==> config.mk <==
export PLATFORM = sky130hd
export DESIGN_NAME = digit_bank_editor
export DESIGN_NICKNAME = d
export VERILOG_FILES = /design/src/rtl/digit_bank_pkg.sv /design/src/rtl/key_debounce.sv /design/src/rtl/digit_bank_editor.sv
export SDC_FILE = /design/constraint.sdc
export NUM_CORES = 1
export LEC_CHECK = 0
export ABC_CLOCK_PERIOD_IN_PS = 2440
export CORE_ASPECT_RATIO = 0.75
export CORE_UTILIZATION = 33
export CTS_CLUSTER_SIZE = 24
export DETAILED_ROUTE_END_ITERATION = 8
export PLACE_DENSITY = 0.57
export SLEW_MARGIN = 20
export SYNTH_ARGS = -nofsm -noshare
export SYNTH_HDL_FRONTEND = slang
export SYNTH_SLANG_ARGS = --single-unit
==> constraint.sdc <==
create_clock -name clk -period 2.44 [get_ports clk]
set_input_delay 0.61 -clock clk [delete_from_list [all_inputs] [get_ports clk]]
set_output_delay 0.61 -clock clk [all_outputs]
set_load 0.03 [all_outputs]
==> src/rtl/digit_bank_pkg.sv <==
// Shared constants and digit arithmetic for digit_bank_editor.
package digit_bank_pkg;

   localparam int unsigned DIGIT_W   = 4;
   localparam int unsigned RADIX_BCD = 10;
   localparam int unsigned RADIX_HEX = 16;

   // One modular step of a single digit; returns {carry/borrow out, next value}.
   function automatic logic [DIGIT_W:0] digit_step(input logic [DIGIT_W-1:0] v,
                                                    input logic              dir,
                                                    input int unsigned       radix);
      logic [DIGIT_W-1:0] top;
      top = DIGIT_W'(radix - 1);
      if (!dir) begin
         return (v == top) ? {1'b1, {DIGIT_W{1'b0}}} : {1'b0, v + 4'd1};
      end
      return (v == '0) ? {1'b1, top} : {1'b0, v - 4'd1};
   endfunction

   function automatic bit radix_legal(input int unsigned radix);
      return (radix == RADIX_BCD) || (radix == RADIX_HEX);
   endfunction

   // Every digit of the reset value must already be a legal digit.
   function automatic bit init_legal(input logic [31:0] init, input int unsigned n,
                                     input int unsigned radix);
      for (int i = 0; i < 8; i++) begin
         if ((i < n) && (32'(init[4*i +: 4]) >= radix)) return 1'b0;
      end
      return 1'b1;
   endfunction

endpackage

==> src/rtl/key_debounce.sv <==
// Per-button synchroniser, debouncer and rising-edge step request.
module key_debounce #(
   parameter int unsigned DEBOUNCE_CYCLES = 20
) (
   input  logic clk,
   input  logic rst_n,
   input  logic btn_i,
   output logic level_o,
   output logic rise_o
);

   localparam int unsigned CntW = (DEBOUNCE_CYCLES > 1) ? $clog2(DEBOUNCE_CYCLES) : 1;
   localparam logic [CntW-1:0] CntLast = CntW'(DEBOUNCE_CYCLES - 1);

   logic [1:0]      sync_q, sync_d;
   logic [1:0]      vld_q, vld_d;
   logic [CntW-1:0] cnt_q, cnt_d;
   logic            lvl_q, lvl_d;
   logic            lvl_prev_q, lvl_prev_d;
   logic            armed_q, armed_d;
   logic            rise_q, rise_d;
   logic            s;

   assign s = sync_q[1];

   // Next-state: qualify level changes, detect a fresh debounced press.
   always_comb begin
      sync_d     = {sync_q[0], btn_i};
      vld_d      = {vld_q[0], 1'b1};
      cnt_d      = cnt_q;
      lvl_d      = lvl_q;
      lvl_prev_d = lvl_q;
      // A button held through reset must be seen released before it may step again.
      armed_d    = armed_q | (vld_q[1] & ~s);
      rise_d     = lvl_q & ~lvl_prev_q & armed_q;
      if (s == lvl_q) begin
         cnt_d = '0;
      end else if (cnt_q == CntLast) begin
         lvl_d = s;
         cnt_d = '0;
      end else begin
         cnt_d = cnt_q + 1'b1;
      end
   end

   // State registers.
   always_ff @(posedge clk or negedge rst_n) begin
      if (!rst_n) begin
         sync_q     <= '0;
         vld_q      <= '0;
         cnt_q      <= '0;
         lvl_q      <= 1'b0;
         lvl_prev_q <= 1'b0;
         armed_q    <= 1'b0;
         rise_q     <= 1'b0;
      end else begin
         sync_q     <= sync_d;
         vld_q      <= vld_d;
         cnt_q      <= cnt_d;
         lvl_q      <= lvl_d;
         lvl_prev_q <= lvl_prev_d;
         armed_q    <= armed_d;
         rise_q     <= rise_d;
      end
   end

   assign level_o = lvl_q;
   assign rise_o  = rise_q;

endmodule

==> src/rtl/digit_bank_editor.sv <==
// Button-driven N-digit number register (radix 10 or 16), one debounced button per digit.
// Optional macro DIGIT_CARRY_EN: digit wraps ripple into the next digit and out via ovf.
module digit_bank_editor
   import digit_bank_pkg::*;
#(
   parameter int unsigned                 N_DIGITS        = 4,
   parameter int unsigned                 RADIX           = 16,
   parameter int unsigned                 DEBOUNCE_CYCLES = 20,
   parameter logic [N_DIGITS*DIGIT_W-1:0] INIT            = 16'h1234
) (
   input  logic                        clk,
   input  logic                        rst_n,
   input  logic [N_DIGITS-1:0]         btn,
   input  logic                        dir,
   input  logic                        clr,
   output logic [N_DIGITS*DIGIT_W-1:0] num,
   output logic                        upd,
   output logic                        ovf
);

   if (!radix_legal(RADIX)) begin : g_bad_radix
      $error("digit_bank_editor: RADIX must be 10 or 16");
   end
   if (!init_legal(32'(INIT), N_DIGITS, RADIX)) begin : g_bad_init
      $error("digit_bank_editor: INIT has a digit >= RADIX");
   end

   logic [N_DIGITS-1:0]         p;
   logic [N_DIGITS*DIGIT_W-1:0] num_q, num_d;
   logic                        upd_q, upd_d;
   logic [DIGIT_W:0]            r0;
`ifdef DIGIT_CARRY_EN
   logic [DIGIT_W:0]            r1;
   logic                        carry;
   logic                        ovf_q, ovf_d;
`endif

   for (genvar i = 0; i < N_DIGITS; i++) begin : g_key
      key_debounce #(
         .DEBOUNCE_CYCLES(DEBOUNCE_CYCLES)
      ) u_key (
         .clk    (clk),
         .rst_n  (rst_n),
         .btn_i  (btn[i]),
         .level_o(),
         .rise_o (p[i])
      );
   end

   // Next-state: apply all step requests at once; clear overrides them.
   always_comb begin
      num_d = num_q;
      r0    = '0;
`ifdef DIGIT_CARRY_EN
      r1    = '0;
      carry = 1'b0;
      ovf_d = 1'b0;
`endif
      for (int i = 0; i < N_DIGITS; i++) begin
         r0 = p[i] ? digit_step(num_q[i*DIGIT_W +: DIGIT_W], dir, RADIX)
                   : {1'b0, num_q[i*DIGIT_W +: DIGIT_W]};
`ifdef DIGIT_CARRY_EN
         // Own press plus incoming carry steps the digit twice; at most one wrap.
         r1 = carry ? digit_step(r0[DIGIT_W-1:0], dir, RADIX) : {1'b0, r0[DIGIT_W-1:0]};
         num_d[i*DIGIT_W +: DIGIT_W] = r1[DIGIT_W-1:0];
         carry = r0[DIGIT_W] | r1[DIGIT_W];
`else
         num_d[i*DIGIT_W +: DIGIT_W] = r0[DIGIT_W-1:0];
`endif
      end
`ifdef DIGIT_CARRY_EN
      ovf_d = carry;
`endif
      if (clr) begin
         num_d = INIT;
`ifdef DIGIT_CARRY_EN
         ovf_d = 1'b0;
`endif
      end
      upd_d = (num_d != num_q);
   end

   // Number register and output strobes.
   always_ff @(posedge clk or negedge rst_n) begin
      if (!rst_n) begin
         num_q <= INIT;
         upd_q <= 1'b0;
`ifdef DIGIT_CARRY_EN
         ovf_q <= 1'b0;
`endif
      end else begin
         num_q <= num_d;
         upd_q <= upd_d;
`ifdef DIGIT_CARRY_EN
         ovf_q <= ovf_d;
`endif
      end
   end

   assign num = num_q;
   assign upd = upd_q;
`ifdef DIGIT_CARRY_EN
   assign ovf = ovf_q;
`else
   assign ovf = 1'b0;
`endif

endmodule
After elaboration in Yosys (flattened, before gate mapping)
Cells that the tools add are included.
{ "classes": {"n_mux": 25, "bitwise_logic": 28, "n_reduce_logical": 8, "n_addsub": 12, "n_eq_ne": 13} }
{ "op_table": {"columns": ["cell", "n"], "rows": [
  ["$mux 4", 16],
  ["$mux 5", 8],
  ["$add 5x1->5 const B", 4],
  ["$eq 5x5->1 const B", 4],
  ["$add 4x1->4 const B", 4],
  ["$eq 4x4->1 const B", 4],
  ["$logic_not 4->1", 4],
  ["$mux 16", 1],
  ["$ne 16x16->1", 1],
  ["$sub 4x1->4 const B", 4],
  ["$and 1x1->1", 12],
  ["$not 1->1", 12],
  ["$reduce_and 2->1", 4],
  ["$eq 1x1->1", 4],
  ["$or 1x1->1", 4]
]} }
{ "totals": {"output_inout_bits": 18, "ff_bits": 69, "input_bits": 8} }

Logic depth before layout (Yosys ltp)
Gate-level depths: netlist (run 1).
{ "logic_depth": {"word_depth": 6, "mapped_depth": 9} }

Modules after synthesis
From an unflattened synthesis (run 1), not the netlist that was laid out.
{ "unflattened": {"hier_cells": 356, "hier_area_um2": 3549.7} }
{ "by_module_without_submodules": {"columns": ["module", "instances", "cells_each", "area_per_inst_um2"], "rows": [
  ["key_debounce", 4, 34, 467.9],
  ["digit_bank_editor", 1, 220, 1677.9]
]} }

Least setup slack after synthesis (run 1)
No wires, ideal clock.
{ "synth_timing": {"path_type": "reg-to-reg", "from": "reg num_q[1] (netlist: num[1])", "to": "reg upd_q (netlist: upd)", "stages_incl_launch_ff": 10, "required_ns": 2.311, "setup_slack_ns": -0.484, "synth_period_minus_slack_ns": 2.924, "arrival_ns": 2.795, "cell_sequence": "dfrtp_1 clkbuf_1 inv_1 ha_1 xnor2_1 mux2_2 a22oi_1 nand4b_1 or4_1 a2111o_1"} }
{ "synth_between": {"elab_chain_len": 6, "word_cells_on_any_way": 10, "cone_classes": "2 x add/sub; 2 x eq/ne; 5 x mux; 1 x reduce/logical"} }
{ "synth_rtl": {"columns": ["element", "line", "text"], "rows": [
  ["from (decl)", "digit_bank_editor.sv:29", "logic [N_DIGITS*DIGIT_W-1:0] num_q, num_d;"],
  ["from (signal assigned)", "digit_bank_editor.sv:92", "num_q <= num_d;"],
  ["$add 4x1->4, or another cell as far along", "digit_bank_pkg.sv:15", "return (v == top) ? {1'b1, {DIGIT_W{1'b0}}} : {1'b0, v + 4'd1};"],
  ["$mux 4 (on tied branches)", "digit_bank_pkg.sv:15, digit_bank_pkg.sv:17", null],
  ["$mux 4", "digit_bank_pkg.sv:17", "return (v == '0) ? {1'b1, top} : {1'b0, v - 4'd1};"],
  ["$mux 4", "digit_bank_editor.sv:60", "r0 = p[i] ? digit_step(num_q[i*DIGIT_W +: DIGIT_W], dir, RADIX)"],
  ["$mux 16", "digit_bank_editor.sv:74", "if (clr) begin"],
  ["$ne 16x16->1 (*)", "digit_bank_editor.sv:80", "upd_d = (num_d != num_q);"],
  ["net upd_d", "digit_bank_editor.sv:30", "logic upd_q, upd_d;"],
  ["to (signal assigned)", "digit_bank_editor.sv:93", "upd_q <= upd_d;"],
  ["to (decl)", "digit_bank_editor.sv:30", null]
]} }
Mark *: on every way through the listed nets, which the timed path passes. The rest lies on a longest branch.
A chain may end at the register's enable or synchronous reset.

Worst setup path after layout (run 1)
{ "layout_timing": {"from": "reg num_q[9] (netlist: num[9])", "to": "reg upd_q (netlist: upd)"} }
Same word-level chain as after synthesis.

==> flow_metrics.tcl, run 1 <==
set metrics [dict create \
    status "completed" \
    synth.lib_cells_used.distinct 51 \
    fillerInstances 902 \
    cts.clk_slew.worst_paths_ns 0.05 \
    period_needed_ns 2.42 \
    hold_viol 0 \
    dpl_worst_slack_ns -0.472 \
    timing.critical_path.slowest_cell_delay_ns 0.54 \
    placer_congestion 0.847 \
    hp-class "in -> async" \
    crit_fanout 2 \
    floorplan.core_area_um2 9660 \
    worstSetupStartpointType "flop" \
    postSynthNetCount 363 \
    worst-endpoint-arrival_ns 2.63 \
    drt_iter0_markers 160 \
    yosys_warnings 0 \
    tritoncts "yes" \
    most_common_cell_after_layout_fill_and_taps_aside "sky130_fd_sc_hd__dfrtp_1" \
    numPortBuffers 24 \
    global_route_wire_length_before_repair_mm 12.2 \
    io_pins 26 \
    grt_pass1_vias 2509 \
    slew_viol_final 0 \
    antenna_found_initial 0 \
    grt_max_degree 64 \
    antenna_cells_inserted 0 \
    synth_async_sr_flop_share_pct 100 \
    finalClockSkew_ns 0.00492 \
    cts_htree_levels 3 \
    detail_route.wl_per_cell_um 13.0 \
    timing.max_cap.violations 0 \
    leakage_uw 0.00190 \
    synth_cells 343 \
    seqCellArea_um2 1590 \
    syn_area_per_cell_um2 9.55 \
    grt.overflow.total 0 \
    final-setup-viol-count 0 \
    crit_chain "inv_2, ha_4, xnor2_2, mux2i_1, o221ai_1, nand4b_1, or4_1, a2111o_1" \
    postLayoutSetupSlackWorst_ns 0.0219 \
    postSynthRegisterBits 63 \
    floorplan.rows 31 \
    grt_use_total_pct 15.6 \
    area_growth_pct 31.0 \
    synth_enable_flop_cells 0 \
    max_clock_freq_ghz 0.414 \
    power_density_nw_per_um2 562 \
    clockRootBuffer "sky130_fd_sc_hd__clkbuf_16" \
    place.detailed.hpwl_mm 4.95 \
    drt-pass1-iter-count 4 \
    num-nets-final 420 \
    most-common-layout-cells "55 x sky130_fd_sc_hd__dfrtp_1, 42 x sky130_fd_sc_hd__nor2_1, 35 x sky130_fd_sc_hd__buf_4" \
    clkSinkCount 63 \
    mappedNetlistArea_um2 3270 \
    dr_total_vias 2616 \
    slowest_stage "sky130_fd_sc_hd__dfstp_2" \
    worstPathRequired_ns 2.65 \
    grt_setup_unrepaired "yes" \
    die-area_um2 10300 \
    drc 0 \
    fp.dieW_um 117 \
    timing_worst_setup_path_type "reg -> reg" \
    final.period_utilization_pct 99.1 \
    vias_per_cell 4.87 \
    fin_tns_setup_ns 0 \
    numCtsBuffers 9 \
    multi_input_comb_area_um2 1600 \
    worst_ir_drop_vdd_mv 0.390 \
    ys_dominant_reg_cell "sky130_fd_sc_hd__dfrtp_1" \
    start_util_pct 33.9 \
    die-height_um 88.3 \
    drive_gt1_share_pct 19.8 \
    synth.yosys.seq_area_share_pct 48.3 \
    critical_path.endpoint_type "flop" \
    ctsLongestPathBuffers 2 \
    detail_route.wirelength_mm 7.00 \
    clkLatencyLatePin_ns 0.33 \
    ant_nets 0 \
]
[routing by layer]
| metal | wire (um) | track usage [%] | up-vias |
|---|---|---|---|
| met2 | 3020 | 23.5 | 61 |
| met4 | 72 | 4.49 | 0 |
| met1 | 3570 | 21.4 | 1249 |
| li1 | - | - | 1298 |
| met3 | 344 | 5.48 | 8 |
| met5 | 0 | 0 | - |
[Yosys cell counts (6+ instances only)]
master	n	area [um2]
sky130_fd_sc_hd__inv_1	23	86.3
sky130_fd_sc_hd__xnor2_1	11	96.3
sky130_fd_sc_hd__mux2_2	7	78.8
sky130_fd_sc_hd__ha_1	12	150
sky130_fd_sc_hd__o21ai_0	17	85.1
sky130_fd_sc_hd__xor2_1	11	96.3
sky130_fd_sc_hd__nand2_1	29	109
sky130_fd_sc_hd__a21o_1	6	45.0
sky130_fd_sc_hd__nor2_1	42	158
sky130_fd_sc_hd__a21oi_1	15	75.1
sky130_fd_sc_hd__clkbuf_1	13	48.8
sky130_fd_sc_hd__nand3_1	14	70.1
sky130_fd_sc_hd__dfrtp_1	58	1450
[worst paths after layout]
kind / from / to / slack (ns) / cells after the start
worst max-delay path: num[9] / upd / 0.02 / 8
worst min-delay path: rst_n / g_key[3].u_key.cnt_q[2] / 0.27 / 2
worst max register to register: num[9] / upd / 0.02 / 8
worst min register to register: g_key[3].u_key.sync_q[0] / g_key[3].u_key.sync_q[1] / 0.34 / 0
max in group asynchronous: rst_n / num[2] / 1.83 / 2
min in group clk: g_key[3].u_key.sync_q[0] / g_key[3].u_key.sync_q[1] / 0.34 / 0
[report_power, final]
part	internal [uW]	switching [uW]
sequential	1070	18.5
combinational	77.0	81.5
clock	713	449
total	1860	549
[what timing repair did]
| item | in CTS | in global routing |
|---|---|---|
| gates cloned | 1 | 0 |
| buffers inserted | 1 | 0 |
| endpoints found under the setup margin | 1 | 1 |
| hold buffers | 0 | 0 |
| gates resized for setup | 4 | 1 |
[worst max-delay path: cells and delay by family, from the launching register on]
family,cells,cell delay [ns]
simple gates,2,0.70
flops,1,0.54
compound gates,2,0.42
fa+ha+maj,1,0.26
mux,1,0.23
xor+xnor,1,0.11
buf+inv,1,0.05
[flip-flops by register name, summed over array words and instances (netlist names)]
signal / flops
g_key.u_key.sync_q: 8
g_key.u_key.armed_q: 4
g_key.u_key.rise_o: 4
g_key.u_key.lvl_prev_q: 4
g_key.u_key.vld_q: 2
g_key.u_key.level_o: 4
g_key.u_key.cnt_q: 20
num: 16
upd: 1
[through the flow]
step	instance area, um2	utilization [%]	hold WS [ns]	total power (uW)	instances
2_1_floorplan	3330	-	0.314	1180	343
3_3_place_gp	3950	40.9	0.332	1260	519
3_5_place_dp	3950	40.9	0.336	1260	519
4_1_cts	4290	44.4	0.296	2460	537
5_1_grt	4290	44.4	0.317	2510	537
6_report	4290	44.4	0.275	2410	537
[layout make-up]
| type | instances | share of cell area [%] |
|---|---|---|
| clock buffer | 11 | 5.66 |
| timing repair buffer | 62 | 13.3 |
| sequential | 63 | 37.0 |
| multi-input combinational | 241 | 37.3 |
| tap | 132 | 3.85 |
| clock inverter | 5 | 0.759 |
| inverter | 23 | 2.07 |
[cell families (layout without fill, tap and decap cells)]
family,Yosys count,in the layout,synth area share [%]
fa+ha+maj,12,12,4.59
mux,10,10,3.32
xor+xnor,22,22,5.88
flops,63,63,48.3
compound gates,71,71,14.2
simple gates,124,124,18.6
buf+inv,39,101,4.85
other cells,2,2,0.229
No activity file was read; power rests on OpenSTA's default activity.
==> run 2: changes to the inputs <==
DONT_BUFFER_PORTS = 1   (was default)
PLACE_DENSITY = 0.53   (was 0.57)
==> run 2 against run 1 <==
Against the previous run:
- via count down 5.4%
- final cell count down 7.4%
- first-iteration DRC count up 8.1%
- sequential share of layout area up 2.7 points
- power up 12%
- die area unchanged
- register-to-register slack about the same
- sequential power about the same
- hold slack worse by 0.15 ns
- core utilization down 3.0 points
- final area down 6.8%
- critical path type unchanged
- largest power group unchanged
==> flow_metrics.tcl, run 2 (synthesis results as in run 1) <==
set metrics [dict create \
    status "completed" \
    final-setup-viol-count 0 \
    max_clock_freq_ghz 0.414 \
    hp-class "in -> async" \
    slew_viol_final 0 \
    antenna_found_initial 0 \
    antenna_cells_inserted 0 \
    worst_ir_drop_vdd_mv 0.443 \
    finalClockSkew_ns 0.00492 \
    period_needed_ns 2.42 \
    worst_r2r_endpoint "upd" \
    worst-endpoint-arrival_ns 2.63 \
    largest_register "g_key.u_key.cnt_q" \
    power_density_nw_per_um2 678 \
    grt_pass1_vias 2325 \
    worst_path_dominant_cell_family "simple AND/OR/NAND/NOR gates" \
    detail_route.wl_per_cell_um 14.1 \
    dpl.cell_count 480 \
    leakage_uw 0.00175 \
    worstPathRequired_ns 2.65 \
    io_pins 26 \
    numPortBuffers 0 \
    worstPathBufferInverterCount 0 \
    rr_worst_depth 6 \
    timing.critical_path.slowest_cell_delay_ns 0.57 \
    dr_total_vias 2474 \
    tritoncts "yes" \
    place.detailed.hpwl_mm 4.70 \
    die-area_um2 10300 \
    clkSinkCount 63 \
    timing.rr.start "num[4]" \
    fillerInstances 932 \
    area_growth_pct 22.1 \
    numCtsBuffers 9 \
    grt_use_total_pct 14.8 \
    slowest_stage "sky130_fd_sc_hd__dfstp_2" \
    crit_chain "ha_1, nand4_1, and3_1, a2111o_1, or4_1, a2111o_1" \
    timing.max_cap.violations 0 \
    cts.clk_slew.worst_paths_ns 0.06 \
    postLayoutSetupSlackWorst_ns 0.0220 \
    critical-path-top-cell-by-count "sky130_fd_sc_hd__a2111o_1" \
    worst_hold_slack_ns 0.123 \
    die-height_um 88.3 \
    drc 0 \
    cts_htree_levels 3 \
    crit_fanout 5 \
    ctsLongestPathBuffers 2 \
    detail_route.wirelength_mm 7.03 \
    final-instance-count-excl-fill 497 \
    start_util_pct 33.9 \
    grt_setup_unrepaired "yes" \
    most-common-layout-cells "55 x sky130_fd_sc_hd__dfrtp_1, 42 x sky130_fd_sc_hd__nor2_1, 29 x sky130_fd_sc_hd__nand2_1" \
    vias_per_cell 4.98 \
    largest_register_ffs 20 \
    num-nets-final 380 \
    floorplan.core_area_um2 9660 \
    critical_path.endpoint_type "flop" \
    drive_gt1_share_pct 17.8 \
    timing.reg2reg.setup_slack_ns 0.02 \
    grt.overflow.total 0 \
    most_common_cell_after_layout_fill_and_taps_aside "sky130_fd_sc_hd__dfrtp_1" \
    fin_tns_setup_ns 0 \
    worstSetupStartpointType "flop" \
    fp.dieW_um 117 \
    drt-pass1-iter-count 4 \
    hold_viol 0 \
    floorplan.rows 31 \
    timing_worst_setup_path_type "reg -> reg" \
    final.period_utilization_pct 99.1 \
    grt_max_degree 59 \
    placer_congestion 0.822 \
    clockRootBuffer "sky130_fd_sc_hd__clkbuf_16" \
    global_route_wire_length_before_repair_mm 11.5 \
    clkLatencyLatePin_ns 0.33 \
    ant_nets 0 \
    dpl_worst_slack_ns -0.00521 \
    drt_iter0_markers 173 \
]
run 2: cell types whose count changed in the layout (fill, tap and decap cells not counted), sizes merged:
cell           delta
buf              -16
bufbuf            -1
bufinv            +3
clkbuf            -2
clkdlybuf4s50    -21
clkinv            -2
dlygate4sd2       -1
dlymetal6s2s      -1
inv               +1
run 2: per-layer routing:
layer / routed length (um) / GRT usage [%] / vias to the layer above
li1: - / - / 1228
met1: 3630 / 20.7 / 1184
met2: 3020 / 22.1 / 56
met3: 321 / 4.73 / 6
met4: 65 / 4.37 / 0
met5: 0 / 0 / -
run 2: repair_timing:
action | 4_1_cts | 5_1_grt
resized for setup | 1 | 4
endpoints found under the setup margin | 1 | 1
hold endpoints to repair | 58 | 0
hold buffers | 1 | 0
pin swaps | 0 | 0
setup buffers | 0 | 0
run 2: where the power goes:
group,internal [uW],leakage [uW],switching (uW)
Combinational,44.8,0.000773,55.0
Sequential,1070,0.000802,21.8
Clock,1010,0.000172,505
Total,2130,0.00175,581
run 2: area by class of cell:
| type | instances | area, um2 | area share, % |
|---|---|---|---|
| multi-input cells | 241 | 1620 | 40.5 |
| inverters | 23 | 88.8 | 2.22 |
| clock inverters | 7 | 128 | 3.19 |
| repair buffers | 22 | 185 | 4.63 |
| well taps | 132 | 165 | 4.13 |
| flip-flops and latches | 63 | 1590 | 39.7 |
| clock buffers | 9 | 225 | 5.63 |
run 2: worst max path at each step:
stage | startpoint | to | slack [ns] | cells past startpoint
2_1_floorplan | num[1] | upd | -0.09 | 9
3_3_place_gp | num[4] | upd | 0.03 | 8
3_5_place_dp | num[4] | upd | -0.005 | 8
4_1_cts | num[4] | upd | 0.01 | 8
5_1_grt | num[4] | upd | -0.05 | 6
6_report | num[4] | upd | 0.02 | 6
run 2: per-stage QoR:
stage / instance area (um2) / utilization [%] / total power, uW
after global placement: 3570 / 37.0 / 1180
after floorplan: 3330 / - / 1180
after CTS: 3960 / 41.0 / 2750
after detailed placement: 3570 / 37.0 / 1190
final: 4000 / 41.4 / 2710
after global routing: 4000 / 41.4 / 2810
==> run 3: changes to the inputs <==
CELL_PAD_IN_SITES_DETAIL_PLACEMENT = 0   (was default)
CELL_PAD_IN_SITES_GLOBAL_PLACEMENT = 2   (was default)
CORE_UTILIZATION = 36   (was 33)
PLACE_DENSITY = 0.8   (was 0.53)
==> run 3 against run 2 <==
Against the previous run:
- the run now ends with DRC, setup timing left
- first-iteration DRC count is 20% lower
- non-clock buffer count rose by 6
- critical path depth is 1 higher
- final cell count fell by 3.6%
- core utilization rose by 4.9 points
- combinational power about the same
- sequential share of layout area barely moved
- critical path type unchanged
==> flow_metrics.tcl, run 3 (synthesis results as in run 1) <==
set metrics [dict create \
    status "complete, but fails checks" \
    failing_checks "DRC, setup timing" \
    timing.max_cap.violations 0 \
    clkLatencyLatePin_ns 0.32 \
    grt_setup_unrepaired "yes" \
    final.period_utilization_pct 101 \
    tightestPinTransition_ns 0.505 \
    io_pins 26 \
    max_clock_freq_ghz 0.405 \
    floorplan.core_area_um2 8640 \
    fp.dieW_um 112 \
    worstPathRequired_ns 2.65 \
    die-height_um 84.6 \
    finalClockSkew_ns 0.00536 \
    critical_path.endpoint_type "flop" \
    tritoncts "yes" \
    final-setup-viol-count 1 \
    crit_chain "buf_4, nor4_1, a31oi_1, a41oi_1, nand4_1, or4_4, a2111o_1" \
    worstSetupStartpointType "flop" \
    drt-pass1-iter-count 6 \
    dr_total_vias 2494 \
    start_util_pct 37.9 \
    hp-class "in -> async" \
    die-area_um2 9490 \
    wl_met2_mm 2.97 \
    detail_route.wl_per_cell_um 15.1 \
    antenna_cells_inserted 0 \
    grt_pass1_vias 2418 \
    crit_fanout 9 \
    vias_per_cell 5.21 \
    cts.clk_slew.worst_paths_ns 0.05 \
    postLayoutSetupSlackWorst_ns -0.0322 \
    slowest_stage "sky130_fd_sc_hd__dfrtp_2" \
    detail_route.wirelength_mm 7.24 \
    global_route_wire_length_before_repair_mm 12.2 \
    timing.slew.headroom_pct 66.0 \
    antenna_found_initial 0 \
    power_density_nw_per_um2 657 \
    area_growth_pct 22.2 \
    dpl_cell_area_um2 3590 \
    place.detailed.hpwl_mm 4.92 \
    grt.overflow.total 0 \
    grt_use_total_pct 16.8 \
    drc 1 \
    period_needed_ns 2.47 \
    most_common_cell_after_layout_fill_and_taps_aside "sky130_fd_sc_hd__dfrtp_1" \
    drt_iter0_markers 138 \
    leakage_uw 0.00177 \
    topRoutingLayerUsed "met4" \
    numCtsBuffers 9 \
    timing.critical_path.slowest_cell_delay_ns 0.43 \
    floorplan.rows 29 \
    timing_worst_setup_path_type "reg -> reg" \
    dr_wl_met3_um 435 \
    worst_ir_drop_vdd_mv 0.438 \
    num-nets-final 386 \
    placer_congestion 0.804 \
    worst-endpoint-arrival_ns 2.68 \
    numPortBuffers 0 \
    ant_nets 0 \
    worstPathBufferInverterCount 1 \
    wirelength_met1_mm 3.76 \
    total_power_uw 2630 \
    layout.core_utilization_pct 46.3 \
    grt_max_degree 59 \
    cts_htree_levels 3 \
    most-common-layout-cells "55 x sky130_fd_sc_hd__dfrtp_1, 42 x sky130_fd_sc_hd__nor2_1, 29 x sky130_fd_sc_hd__nand2_1" \
    largest_register "g_key.u_key.cnt_q" \
    hold_viol 0 \
    dpl_worst_slack_ns -0.00181 \
    clkSinkCount 63 \
    finalInstanceArea_um2 4000 \
    slew_viol_final 0 \
    clockRootBuffer "sky130_fd_sc_hd__clkbuf_16" \
    timing.reg2reg.setup_slack_ns -0.03 \
    worst_path_dominant_cell_family "simple AND/OR/NAND/NOR gates" \
    largest_register_ffs 20 \
    ctsLongestPathBuffers 2 \
    drive_gt1_share_pct 19.1 \
]
[run 3: cell count changes in the layout (fill, tap and decap cells not counted)]
cell | before | now
sky130_fd_sc_hd__inv_8 | 1 | 0
sky130_fd_sc_hd__clkinv_2 | 0 | 2
sky130_fd_sc_hd__or4_4 | 0 | 1
sky130_fd_sc_hd__or4_1 | 2 | 1
sky130_fd_sc_hd__inv_6 | 1 | 0
sky130_fd_sc_hd__clkbuf_1 | 0 | 1
sky130_fd_sc_hd__clkinv_4 | 2 | 1
sky130_fd_sc_hd__buf_4 | 21 | 27
[run 3: cell type report]
cell class	instances	area [um2]
inverters	23	88.8
repair buffers	28	230
multi-input cells	241	1620
fillers	810	4630
clock inverters	6	109
flip-flops and latches	63	1590
well taps	108	135
clock buffers	10	229
[run 3: path summary, 6_finish.rpt]
check / start / endpoint / cells past startpoint
max: num[1] / upd / 7
min: rst_n / num[9] / 0
max reg2reg: num[1] / upd / 7
min reg2reg: g_key[3].u_key.sync_q[0] / g_key[3].u_key.sync_q[1] / 0
max in group asynchronous: rst_n / num[14] / 1
min in group clk: btn[1] / g_key[1].u_key.sync_q[0] / 0
[run 3: report_power, final]
group,switching [uW],leakage (uW),internal (uW)
registers,21.8,0.000802,1070
logic,56.3,0.000805,45.9
clock network,439,0.000166,995
total,517,0.00177,2110
[run 3: layer usage]
layer | up-vias | GRT usage [%]
li1 | 1244 | -
met1 | 1191 | 23.7
met2 | 50 | 24.3
met3 | 9 | 5.42
met4 | 0 | 5.45
met5 | - | 0
[run 3: timing repair]
action,in CTS,in global routing
pin swaps,0,1
cloned,0,0
gates resized for setup,2,4
hold endpoints to repair,58,0
endpoints found under the setup margin,1,1
buffers inserted,0,0
hold buffers,1,0
[run 3: per-stage QoR]
| step | std cells | TNS [ns] | hold WS, ns |
|---|---|---|---|
| finish | 479 | -0.0322 | 0.130 |
| global route | 479 | -0.105 | 0.109 |
| CTS | 479 | 0 | 0.117 |
| detailed placement | 462 | -0.00181 | 0.316 |
| global placement | 462 | -0.0327 | 0.316 |
| floorplan | 343 | -0.0932 | 0.314 |
==> RTL change, RTL diff (flow settings as in run 2) <==
Add a define of `DIGIT_CARRY_EN`.
--- a/src/rtl/digit_bank_editor.sv
+++ b/src/rtl/digit_bank_editor.sv
@@ -1,5 +1,7 @@
 // Button-driven N-digit number register (radix 10 or 16), one debounced button per digit.
 // Optional macro DIGIT_CARRY_EN: digit wraps ripple into the next digit and out via ovf.
+`define DIGIT_CARRY_EN
+
 module digit_bank_editor
    import digit_bank_pkg::*;
 #(
Check against the original RTL: same outputs for any inputs over 10 cycles, from zero or initial values and one cycle with rst_n low; that may be too few to reach the edited logic, so the function may still have changed.
==> RTL change against run 2 <==
  * The run now ends with negative setup slack left
  * Wire length is 44% higher
  * Synthesized area is 23% higher
  * Sequential cell count is 1 higher
  * Die area is 22% higher
  * Setup slack worse by 0.73 ns
  * Cell count is 42% higher
  * Total power is 9.7% lower
  * Critical path depth is 9 higher
  * Final area is 39% higher
  * Largest power group unchanged
  * Highest routed layer unchanged
==> RTL change: results (changes against run 2) <==
Outcome
  • Outcome: complete, but fails checks
  • Failing checks: negative setup slack

Yosys
  • Syn_area_per_cell: 9.34 um^2 (-2.2%)
  • Post-synthesis sequential area ratio: 40.0% (-8.3 points)
  • Leading cell types by count after synthesis: 59 x dfrtp_1, 48 x nor2_1, 40 x nand2_1
  • Distinct cells, synth: 71 (+39%)
  • Syn Nets: 456 (+26%)
  • Adder-Cell Fraction of Synth Area: 5.61% (+1.0 points)
  • Post-synthesis compound-gate area fraction: 17.2% (+3.0 points)
  • Largest cells by area after synthesis: dfrtp_1 37%, ha_1 5.6%, xor2_1 4.8%
  • XOR/XNOR Fraction of Synth Area: 7.85% (+2.0 points)
  • Post-synthesis mux area share: 4.17% (+0.85 points)

Power and ir drop
  • Lkg Pwr: 2.50 nW (+43%)
  • NetSw: 534 uW (-8.2%)
  • Worst VDD drop: 0.474 mV (+6.9%)
  • Sw Share: 21.8% (+0.34 points)
  • Clock power share: 50.0% (-6.0 points)
  • Logic gate share of total power: 4.6% (+0.9 points)

Final layout
  • Layout cell share with drive strength beyond 1: 34.8% (+17 points)
  • Fillers: 1115 (+20%)
  • Ant. Diodes: 0 (unchanged)
  • Top reg by flops: g_key.u_key.cnt_q
  • Layout Nets: 567 (+49%)

Route
  • Total number of vias: 3488 (+41%)
  • Via-to-Cell Ratio: 4.93 (-1.0%)
  • Average wire per standard cell: 14.3 um (+1.2%)
  • DRT iter0 DRCs: 263 (+52%)

Placement
  • Pre-CTS WS: -0.753 ns (-0.748 ns)
  • Hpwl dp: 7290 um (+55%)
  • GP Congestion: 0.850 (+3.5%)
  • Placed insts: 679 (+41%)
  • IO Port Bufs: 0 (unchanged)

Critical path
  • Worst Setup SP: num[4]$_DFF_PN1_
  • Reg2reg start: num[4]$_DFF_PN1_
  • Reg2Reg Depth: 15 (+9)
  • Worst EP arrival: 3.35 ns (+0.72 ns)
  • CP Max Fanout: 4 (-1)
  • Family with the most delay on the worst path: compound AO/OA/AOI/OAI gates

Global route
  • Vias in the first global route: 3466 (+49%)
  • Total global-route track usage: 17.3% (+2.5 points)
  • First-pass GRT wire length: 17100 um (+49%)
  • Largest net degree at the start of global routing: 60 (+1.7%)

STA
  • Clock Skews: 0.00610 ns (+0.00118 ns)
  • Final-report setup violation count: 11 (+11)
  • Worst Slack Setup Final: -0.712 ns (-0.734 ns)
  • Hold slack: 0.124 ns (+0.000793 ns)

CTS
  • Cts repair resizes: 20 (+19)
  • Clock Latency Late Sink: 0.32 ns
  • Clock-pin slew on the worst setup and hold paths: 0.05 ns
  • H-tree depth: 3 (unchanged)
  • Post CTS Setup Buffer Count: 5 (+5)
[RTL change: area by class of cell]
type | count | area [um^2] | share of cell area, %
inverters | 27 | 103 | 1.85
clock buffers | 13 | 270 | 4.87
clock inverters | 3 | 25.0 | 0.451
repair buffers | 119 | 932 | 16.8
multi-input cells | 320 | 2410 | 43.4
well taps | 162 | 203 | 3.65
flip-flops and latches | 64 | 1610 | 29.0
[RTL change: per-stage QoR]
stage	instance area (um^2)	setup TNS [ns]	util, %
floorplan	4070	-3.55	-
global placement	4960	-3.97	42.2
detailed placement	4960	-4.71	42.2
CTS	5390	-4.27	45.9
global route	5550	-5.98	47.3
finish	5550	-4.48	47.3
[RTL change: routing by layer]
| metal | GRT usage, % | part of all wire, % | vias up |
|---|---|---|---|
| li1 | - | - | 1728 |
| met1 | 24.0 | 50 | 1708 |
| met3 | 5.18 | 4.4 | 4 |
| met5 | 0 | 0 | - |
| met4 | 3.08 | 0.43 | 0 |
| met2 | 26.8 | 45 | 48 |
